===== src/rtl/fetch_pkg.sv =====
// rtl/fetch_pkg.sv - shared types and constants for the instruction-fetch controller
package fetch_pkg;

    typedef enum logic [1:0] {
        ST_IDLE = 2'd0,
        ST_RUN  = 2'd1,
        ST_HALT = 2'd2
    } fetch_state_e;

    localparam logic [31:0] PC_STEP   = 32'd4;
    localparam logic [31:0] HALT_WORD = 32'h0000_0000;

    // One queue entry: the fetch address travels with the word it produced.
    typedef struct packed {
        logic [31:0] pc;
        logic [31:0] instr;
    } fetch_entry_t;

    localparam int ENTRY_W = $bits(fetch_entry_t);

    // Redirect targets are word aligned; the low two bits are dropped.
    function automatic logic [31:0] align_pc(input logic [31:0] addr);
        return {addr[31:2], 2'b00};
    endfunction

endpackage


===== src/rtl/fetch_if.sv =====
// rtl/fetch_if.sv - instruction-memory port and IF/ID handshake bundle
interface fetch_if;
    logic [31:0] im_addr;
    logic [31:0] im_data;
    logic        if_valid;
    logic        if_ready;
    logic [31:0] if_instr;
    logic [31:0] if_pc;

    // Fetch controller side.
    modport master (
        output im_addr,
        input  im_data,
        output if_valid,
        input  if_ready,
        output if_instr,
        output if_pc
    );

    // Memory / decode side.
    modport slave (
        input  im_addr,
        output im_data,
        input  if_valid,
        output if_ready,
        input  if_instr,
        input  if_pc
    );
endinterface


===== src/rtl/fetch_fifo.sv =====
// rtl/fetch_fifo.sv - DEPTH x 64-bit fetch queue with combinational head and clear
module fetch_fifo
    import fetch_pkg::*;
#(
    parameter int DEPTH = 2
) (
    input  logic                     clk,
    input  logic                     rst,
    input  logic                     push,
    input  logic                     pop,
    input  logic                     clear,
    input  fetch_entry_t             din,
    output fetch_entry_t             dout,
    output logic                     full,
    output logic                     empty,
    output logic [$clog2(DEPTH):0]   count
);
    localparam int AW = $clog2(DEPTH);
    localparam logic [AW:0]   DEPTH_C = (AW + 1)'(DEPTH);
    localparam logic [AW-1:0] PTR_ONE = AW'(1);
    localparam logic [AW:0]   CNT_ONE = (AW + 1)'(1);

    fetch_entry_t  mem_q [DEPTH];
    fetch_entry_t  mem_d [DEPTH];
    logic [AW-1:0] wr_ptr_q, wr_ptr_d;
    logic [AW-1:0] rd_ptr_q, rd_ptr_d;
    logic [AW:0]   count_q, count_d;
    logic          do_push, do_pop;

    // A push into a full queue is only accepted when the head leaves in the same cycle.
    assign do_push = push & (~full | pop);
    assign do_pop  = pop & ~empty;

    // Next-state for storage, pointers and occupancy; clear overrides everything.
    always_comb begin
        mem_d    = mem_q;
        wr_ptr_d = wr_ptr_q;
        rd_ptr_d = rd_ptr_q;
        count_d  = count_q;
        if (clear) begin
            wr_ptr_d = '0;
            rd_ptr_d = '0;
            count_d  = '0;
        end else begin
            if (do_push) begin
                mem_d[wr_ptr_q] = din;
                wr_ptr_d        = wr_ptr_q + PTR_ONE;
            end
            if (do_pop) begin
                rd_ptr_d = rd_ptr_q + PTR_ONE;
            end
            case ({do_push, do_pop})
                2'b10:   count_d = count_q + CNT_ONE;
                2'b01:   count_d = count_q - CNT_ONE;
                default: count_d = count_q;
            endcase
        end
    end

    // Queue registers; reset empties the queue immediately.
    always_ff @(posedge clk or posedge rst) begin
        if (rst) begin
            for (int i = 0; i < DEPTH; i++) begin
                mem_q[i] <= '0;
            end
            wr_ptr_q <= '0;
            rd_ptr_q <= '0;
            count_q  <= '0;
        end else begin
            mem_q    <= mem_d;
            wr_ptr_q <= wr_ptr_d;
            rd_ptr_q <= rd_ptr_d;
            count_q  <= count_d;
        end
    end

    assign dout  = mem_q[rd_ptr_q];
    assign full  = (count_q == DEPTH_C);
    assign empty = (count_q == '0);
    assign count = count_q;

endmodule


===== src/rtl/fetch_ctrl.sv =====
// rtl/fetch_ctrl.sv - PC, fetch FSM and IF/ID queue control; IF_HALT_EN enables zero-word halt
module fetch_ctrl #(
    parameter logic [31:0] RESET_PC = 32'h0000_0000,
    parameter int          QDEPTH   = 2
) (
    input  logic        clk,
    input  logic        rst,
    input  logic        start,
    input  logic        redirect,
    input  logic [31:0] redirect_pc,
    output logic        halted,
    fetch_if.master     bus
);
    import fetch_pkg::*;

    localparam int CW = $clog2(QDEPTH) + 1;
    localparam logic [CW-1:0] QDEPTH_C = CW'(QDEPTH);

    fetch_state_e  state_q, state_d;
    logic [31:0]   pc_q, pc_d;
    logic          pop;
    logic          flush;
    logic          room;
    logic          fetch_slot;
    logic          halt_hit;
    logic          push;
    logic          fifo_full;
    logic          fifo_empty;
    logic [CW-1:0] fifo_count;
    fetch_entry_t  tail_entry;
    fetch_entry_t  head_entry;
    logic          unused_full;

    assign pop   = bus.if_valid & bus.if_ready;
    // Redirect is ignored before fetching has been started.
    assign flush = redirect & (state_q != ST_IDLE);
    // A slot exists when the queue has space or the head is leaving this cycle.
    assign room  = (fifo_count < QDEPTH_C) | pop;
    // The word on im_data would be taken this cycle unless it is a halt marker.
    assign fetch_slot = (state_q == ST_RUN) & ~redirect & room;

`ifdef IF_HALT_EN
    assign halt_hit = fetch_slot & (bus.im_data == HALT_WORD);
    assign halted   = (state_q == ST_HALT);
`else
    assign halt_hit = 1'b0;
    assign halted   = 1'b0;
`endif

    assign push = fetch_slot & ~halt_hit;

    // FSM next state: start leaves IDLE, a halt marker parks fetch, redirect resumes it.
    always_comb begin
        state_d = state_q;
        case (state_q)
            ST_IDLE: begin
                if (start) begin
                    state_d = ST_RUN;
                end
            end
            ST_RUN: begin
                if (halt_hit) begin
                    state_d = ST_HALT;
                end
            end
            ST_HALT: begin
                if (redirect) begin
                    state_d = ST_RUN;
                end
            end
            default: state_d = ST_IDLE;
        endcase
    end

    // PC next value: redirect target wins, otherwise step only when a word is queued.
    always_comb begin
        pc_d = pc_q;
        if (flush) begin
            pc_d = align_pc(redirect_pc);
        end else if (push) begin
            pc_d = pc_q + PC_STEP;
        end
    end

    // State and PC registers.
    always_ff @(posedge clk or posedge rst) begin
        if (rst) begin
            state_q <= ST_IDLE;
            pc_q    <= RESET_PC;
        end else begin
            state_q <= state_d;
            pc_q    <= pc_d;
        end
    end

    assign tail_entry = {pc_q, bus.im_data};

    fetch_fifo #(
        .DEPTH (QDEPTH)
    ) u_fifo (
        .clk   (clk),
        .rst   (rst),
        .push  (push),
        .pop   (pop & ~flush),
        .clear (flush),
        .din   (tail_entry),
        .dout  (head_entry),
        .full  (fifo_full),
        .empty (fifo_empty),
        .count (fifo_count)
    );

    // Occupancy comparison above already covers the full condition.
    assign unused_full = fifo_full;

    assign bus.im_addr  = pc_q;
    assign bus.if_valid = ~fifo_empty;
    assign bus.if_instr = fifo_empty ? 32'h0 : head_entry.instr;
    assign bus.if_pc    = fifo_empty ? 32'h0 : head_entry.pc;

endmodule


===== src/flat_wrapper.sv =====
// flat-port wrapper written by rule: the top's interface ports become plain ports
module fetch_ctrl_flat import fetch_pkg::*;
#(
    parameter logic [31:0] RESET_PC = 32'h0000_0000,
    parameter int          QDEPTH   = 2
)
  (clk, rst, start, redirect, redirect_pc, halted, bus_im_addr, bus_im_data, bus_if_valid, bus_if_ready, bus_if_instr, bus_if_pc);
  fetch_if bus_i ();
  input  logic clk;
  input  logic rst;
  input  logic start;
  input  logic redirect;
  input  logic [31:0] redirect_pc;
  output logic halted;
  output wire logic [$bits(bus_i.im_addr)-1:0] bus_im_addr;
  input wire logic [$bits(bus_i.im_data)-1:0] bus_im_data;
  output wire logic [$bits(bus_i.if_valid)-1:0] bus_if_valid;
  input wire logic [$bits(bus_i.if_ready)-1:0] bus_if_ready;
  output wire logic [$bits(bus_i.if_instr)-1:0] bus_if_instr;
  output wire logic [$bits(bus_i.if_pc)-1:0] bus_if_pc;
  assign bus_im_addr = bus_i.im_addr;
  assign bus_i.im_data = bus_im_data;
  assign bus_if_valid = bus_i.if_valid;
  assign bus_i.if_ready = bus_if_ready;
  assign bus_if_instr = bus_i.if_instr;
  assign bus_if_pc = bus_i.if_pc;
  fetch_ctrl #(.RESET_PC(RESET_PC), .QDEPTH(QDEPTH)) u_core (.clk(clk), .rst(rst), .start(start), .redirect(redirect), .redirect_pc(redirect_pc), .halted(halted), .bus(bus_i));
endmodule

===== config.mk =====
export PLATFORM = sky130hd
export DESIGN_NAME = fetch_ctrl_flat
export DESIGN_NICKNAME = d
export VERILOG_FILES = /design/src/rtl/fetch_pkg.sv /design/src/rtl/fetch_if.sv /design/src/rtl/fetch_fifo.sv /design/src/rtl/fetch_ctrl.sv /design/src/flat_wrapper.sv
export SDC_FILE = /design/constraint.sdc
export NUM_CORES = 1
export LEC_CHECK = 0
export ABC_AREA = 1
export CORE_MARGIN = 2
export CORE_UTILIZATION = 54
export DETAILED_ROUTE_END_ITERATION = 8
export PLACE_DENSITY = 0.83
export SYNTH_ARGS = -nofsm -noshare
export SYNTH_HDL_FRONTEND = slang
export SYNTH_HIERARCHICAL = 1
export SYNTH_SLANG_ARGS = --single-unit

===== constraint.sdc =====
create_clock -name clk -period 5.75 [get_ports clk]
set_input_delay 0.8625 -clock clk [delete_from_list [all_inputs] [get_ports clk]]
set_output_delay 0.8625 -clock clk [all_outputs]
set_load 0.01 [all_outputs]

==> impl_metrics.env, run 1 <==
export IMPL_rows=47
export IMPL_synth_cells=1258
export IMPL_core_um2=16700
export IMPL_critPathLaunchType="register"
export IMPL_port_buffer_count=161
export IMPL_async_reset_ff_share_pct=100
export IMPL_synth_cell_area_um2=9270
export IMPL_wirelength_um=21900
export IMPL_synth_top_cell_area_share_pct=44.0
export IMPL_r2r_start="u_core/u_fifo/count[1]"
export IMPL_tightest_slew_ps=960
export IMPL_post_cts_resized=0
export IMPL_die_w_um=135
export IMPL_grt_pass1_vias=7564
export IMPL_cts_tree="done"
export IMPL_cts_htree_levels=4
export IMPL_io_pins=167
export IMPL_rsz0062_at_grt="false"
export IMPL_antenna_found_initial=0
export IMPL_antenna_left=0
export IMPL_track_usage_pct=24.7
export IMPL_hold_buffers=0
export IMPL_status="finished clean"
export IMPL_min_to="u_core/u_fifo/mem_q[22]"
export IMPL_layout_drive_gt1_share_pct=12.1
export IMPL_gp_congestion=0.840
export IMPL_initial_core_util_pct=55.5
export IMPL_cts_setup_buffers=0
export IMPL_drt_pass1_iterations=5
export IMPL_seq_area_um2=4080
export IMPL_pre_cts_slack_ps=1770
export IMPL_dieArea_um2=18200
export IMPL_n_fill_cell=1415
export IMPL_synth_area_leaders="dfrtp_1 (44%), nand2_1 (19%), o21ai_2 (10%), inv_1 (7.1%), nor2_1 (5.7%)"
export IMPL_ys_ff_latch=163
export IMPL_period_needed_ps=3600
export IMPL_area_growth_pct=22.6
export IMPL_synthTopCellsByCount="nand2_1 (481), inv_1 (176), dfrtp_1 (163)"
export IMPL_syn_area_per_cell_um2=7.37
export IMPL_fmax_ghz=0.278
export IMPL_fin_ws_ps=2150
export IMPL_drc_errors=0
export IMPL_ir_drop_uv=274
export IMPL_n_antenna_cell=0
export IMPL_min_delay_path_depth=2
export IMPL_synth_seq_area_share_pct=44.0
export IMPL_utilization_pct=68.0
export IMPL_finalHoldViolations=0
export IMPL_vias=8179
export IMPL_leakage_nw=5.76
export IMPL_clk_pin_slew_ps=60
export IMPL_cts_made_buffers=17
export IMPL_slew_headroom_pct=36.0
export IMPL_grt_overflow=0
export IMPL_placed_cells=1589
export IMPL_setup_viol=0
export IMPL_cp_required_ps=4890
export IMPL_die_height_um=135
export IMPL_avgViaCountPerCell=5.05
export IMPL_multi_input_area_um2=4050
export IMPL_nets=1458
export IMPL_stdcell_area_um2=11400
export IMPL_synth_main_ff_cell="dfrtp_1"
export IMPL_hold_path_class="reg2reg"
export IMPL_yosys_area_top_type="dfrtp_1"
export IMPL_grt_pass1_wl_um=36200
export IMPL_clockRootBuffer="clkbuf_16"
export IMPL_hold_slack_ps=481
export IMPL_crit_arrival_ps=2730
export IMPL_rrSetupSlack_ps=2590
export IMPL_ys_warn_count=6
export IMPL_post_dp_cell_area_um2=10800
export IMPL_tns_ps=0
export IMPL_clock_latency_ps=430
export IMPL_fin_skew_ps=7.83
export IMPL_cap_violations=0
export IMPL_cts_sinks=163
export IMPL_p_per_area_nw_per_um2=492
export IMPL_fin_crit_sh_pct=62.6
export IMPL_end_kind="output pin"
export IMPL_hpwl_um=14200
export IMPL_r2r_cells=13
export IMPL_rr_endpoint="u_core/u_fifo/mem_q[51]"
export IMPL_synthDistinctLibCells=36
export IMPL_wl_per_cell_um=13.5
export IMPL_grt_max_degree=77
export IMPL_synth_most_common_cell="nand2_1"
export IMPL_stdcell_count=1621
export IMPL_drv_slew=0
export IMPL_synth_edf_count=0
export IMPL_drt_iter0_drc=754
export IMPL_clk_path_buf_depth=2
export IMPL_cp_max_fo=35
export IMPL_crit_type="reg2out"
export IMPL_min_from="u_core/u_fifo/mem_q[22]"
export IMPL_fin_total_pwr_mw=5.59
## critical path: stages, from the launching register on
cell             delay [ps]
dfrtp_2                 410
inv_2                   500
buf_4                   470
nand2_1                 100
nand2_1                  70
inv_1                    50
nor2_1                  130
clkdlybuf4s50_1         560
## routing by layer
| layer | vias to the layer above | part of all wire, % | track usage, % |
|---|---|---|---|
| met5 | - | 0 | 0 |
| met4 | 0 | 1.8 | 8.22 |
| met3 | 39 | 6.5 | 4.24 |
| met2 | 305 | 48 | 39.4 |
| met1 | 3778 | 44 | 34.6 |
| li1 | 4057 | - | - |
## power breakdown
part,internal (mW),switching (mW)
Combinational,1.09,1.36
Clock,0.682,0.451
Sequential,1.65,0.362
Total,3.42,2.17
## cells by family after synthesis
logic type               Yosys count  share of synthesized area [%]
buffers and inverters            242                           12.7
XOR/XNOR                           4                          0.378
other                              1                         0.0405
AO/OA/AOI/OAI                    168                           13.6
flip-flops                       163                           44.0
adder cells (fa/ha/maj)            1                          0.135
AND/OR/NAND/NOR                  679                           29.2
## cell type report
type	count	share of cell area, %
well taps	220	2.42
repair buffers	171	15.0
inverters	178	5.90
clock buffers	23	4.29
clock inverters	9	0.903
flip-flops and latches	163	35.9
multi-input cells	857	35.6
## layout by cell type (no fill, tap or decap), drive strengths merged, types with 3 or more instances in the layout
master	synthesis	final
clkinv	1	5
o21ai	145	145
o211ai	5	5
nor2	150	150
inv	177	177
clkbuf	18	23
nand2	486	486
buf	46	10
clkdlybuf4s50	0	161
conb	1	5
a21oi	14	14
xor2	3	3
clkinvlp	0	3
dfrtp	163	163
nand3	35	35
## how the worst max path moves through the flow
stage	start	to	slack [ps]
floorplan	rst	u_core/u_fifo/count[0]	1360
global placement	redirect	u_core/u_fifo/mem_q[47]	1780
detailed placement	redirect	u_core/u_fifo/mem_q[53]	1770
CTS	u_core/u_fifo/rd_ptr_q	bus_if_pc[1]	2150
global route	redirect	u_core/u_fifo/mem_q[46]	1890
finish	u_core/u_fifo/rd_ptr_q	bus_if_pc[1]	2150
## state kept, by name, summed over array words and instances, names as in the netlist
| name | flops |
|---|---|
| u_core/u_fifo/mem_q | 128 |
| u_core/bus.im_addr | 30 |
| u_core/u_fifo/count | 2 |
| u_core/state_q | 1 |
| u_core/u_fifo/rd_ptr_q | 1 |
| u_core/u_fifo/wr_ptr_q | 1 |
Note: power is estimated with default switching activity, not from simulation.
==> run 2: changes to the inputs <==
==> constraint.sdc (replaced) <==
create_clock -name clk -period 3.44 [get_ports clk]
set_input_delay 0.516 -clock clk [delete_from_list [all_inputs] [get_ports clk]]
set_output_delay 0.516 -clock clk [all_outputs]
set_load 0.01 [all_outputs]
==> impl_metrics.env, run 2 (synthesized netlist as in run 1, its figures left out) <==
export IMPL_hold_buffers=0
export IMPL_clk_path_buf_depth=2
export IMPL_grt_overflow=0
export IMPL_grt_max_degree=86
export IMPL_area_growth_pct=23.6
export IMPL_p_per_area_nw_per_um2=826
export IMPL_crit_type="reg2out"
export IMPL_cts_made_buffers=17
export IMPL_drt_pass1_iterations=6
export IMPL_utilization_pct=68.6
export IMPL_port_buffer_count=161
export IMPL_critPathLaunchType="register"
export IMPL_tns_ps=0
export IMPL_nets=1462
export IMPL_cts_setup_buffers=0
export IMPL_hpwl_um=14900
export IMPL_finalHoldViolations=0
export IMPL_clock_latency_ps=420
export IMPL_wirelength_um=22200
export IMPL_end_kind="output pin"
export IMPL_clk_pin_slew_ps=60
export IMPL_wl_per_cell_um=13.6
export IMPL_cp_required_ps=2920
export IMPL_ir_drop_uv=435
export IMPL_leakage_nw=5.80
export IMPL_crit_arrival_ps=2560
export IMPL_grt_pass1_wl_um=36400
export IMPL_fmax_ghz=0.325
export IMPL_clockRootBuffer="clkbuf_16"
export IMPL_stdcell_area_um2=11500
export IMPL_cts_tree="done"
export IMPL_vias=8169
export IMPL_drt_iter0_drc=748
export IMPL_dieArea_um2=18200
export IMPL_tightest_slew_ps=1080
export IMPL_post_cts_resized=0
export IMPL_setup_viol=0
export IMPL_largest_register_ffs=128
export IMPL_drv_slew=0
export IMPL_slew_headroom_pct=28.3
export IMPL_pre_cts_slack_ps=631
export IMPL_die_w_um=135
export IMPL_core_um2=16700
export IMPL_n_antenna_cell=0
export IMPL_cp_max_fo=43
export IMPL_cts_htree_levels=4
export IMPL_antenna_found_initial=0
export IMPL_track_usage_pct=25.0
export IMPL_final_common_cell="nand2_1"
export IMPL_rsz0062_at_grt="false"
export IMPL_final_cell_mix="nand2_1 (481), inv_1 (173), dfrtp_1 (162)"
export IMPL_avgViaCountPerCell=5.03
export IMPL_status="finished clean"
export IMPL_grt_pass1_vias=7586
export IMPL_post_dp_cell_area_um2=10800
export IMPL_seq_area_um2=4080
export IMPL_cap_violations=0
export IMPL_gp_congestion=0.882
export IMPL_hold_path_class="reg2reg"
export IMPL_drc_errors=0
export IMPL_period_needed_ps=3070
export IMPL_die_height_um=135
export IMPL_hold_slack_ps=481
export IMPL_antenna_left=0
export IMPL_fin_crit_sh_pct=89.4
export IMPL_fin_skew_ps=4.44
export IMPL_n_fill_cell=1373
export IMPL_largest_register="u_core/u_fifo/mem_q"
export IMPL_cts_sinks=163
export IMPL_rows=47
export IMPL_multi_input_area_um2=4050
export IMPL_initial_core_util_pct=55.5
export IMPL_layout_drive_gt1_share_pct=12.3
export IMPL_io_pins=167
export IMPL_fin_ws_ps=365
-- run 2: changes by cell type in the layout (fill, tap and decap cells not counted), sizes merged --
cell      change
buf           +4
clkinv        -2
bufinv        +1
clkbuf        +1
clkinvlp      +1
inv           -1
-- run 2: final timing paths --
| kind | start | endpoint | slack [ps] | cells past startpoint |
|---|---|---|---|---|
| max in group asynchronous | rst | u_core/u_fifo/mem_q[122] | 2040 | 3 |
| setup reg to reg | u_core/u_fifo/count[0] | u_core/u_fifo/mem_q[79] | 740 | 12 |
| setup / recovery | u_core/u_fifo/rd_ptr_q | bus_if_pc[1] | 370 | 7 |
| hold / removal | u_core/u_fifo/mem_q[26] | u_core/u_fifo/mem_q[26] | 480 | 2 |
| min in group asynchronous | rst | u_core/bus.im_addr[2] | 590 | 3 |
| hold reg to reg | u_core/u_fifo/mem_q[26] | u_core/u_fifo/mem_q[26] | 480 | 2 |
-- run 2: power breakdown --
group / total [mW] / internal (mW) / leakage, nW / switching (mW)
clock network: 1.98 / 1.24 / 0.298 / 0.740
registers: 3.38 / 2.76 / 2.00 / 0.623
logic: 4.11 / 1.83 / 3.49 / 2.28
-- run 2: per-layer routing --
metal  part of all wire (%)  global-route usage, %
met3                    6.2                   5.14
met1                     44                   33.6
met5                      0                      0
met2                     48                   40.8
met4                    2.2                   8.22
-- run 2: critical path, cell delays in order, from the launching register on --
cell and delay [ps]:
dfrtp_2 610, inv_2 130, buf_4 440, nand2_1 100, nand2_1 90, inv_1 40, nor2_1 140, clkdlybuf4s50_1 560
-- run 2: layout make-up --
cell class                 instances  area share [%]
multi-input combinational        857            35.3
clock inverter                     8            1.07
inverter                         178            5.87
timing repair buffer             175            15.3
tap                              220            2.40
clock buffer                      24            4.38
sequential                       163            35.6
-- run 2: per-stage QoR --
stage               std cells  total power, mW
detailed placement       1593             7.49
global placement         1593             7.33
global route             1625             10.2
CTS                      1625             9.50
floorplan                1262             5.96
finish                   1625             9.46
==> run 3: changes to the inputs <==
--- a/config.mk
+++ b/config.mk
@@ -9,6 +9,7 @@
 export CORE_MARGIN = 2
 export CORE_UTILIZATION = 54
 export DETAILED_ROUTE_END_ITERATION = 8
+export HOLD_SLACK_MARGIN = 0.05
 export PLACE_DENSITY = 0.83
 export SYNTH_ARGS = -nofsm -noshare
 export SYNTH_HDL_FRONTEND = slang
==> results of run 3 <==
No change in the layout: final DEF, timing and power equal those of run 2.
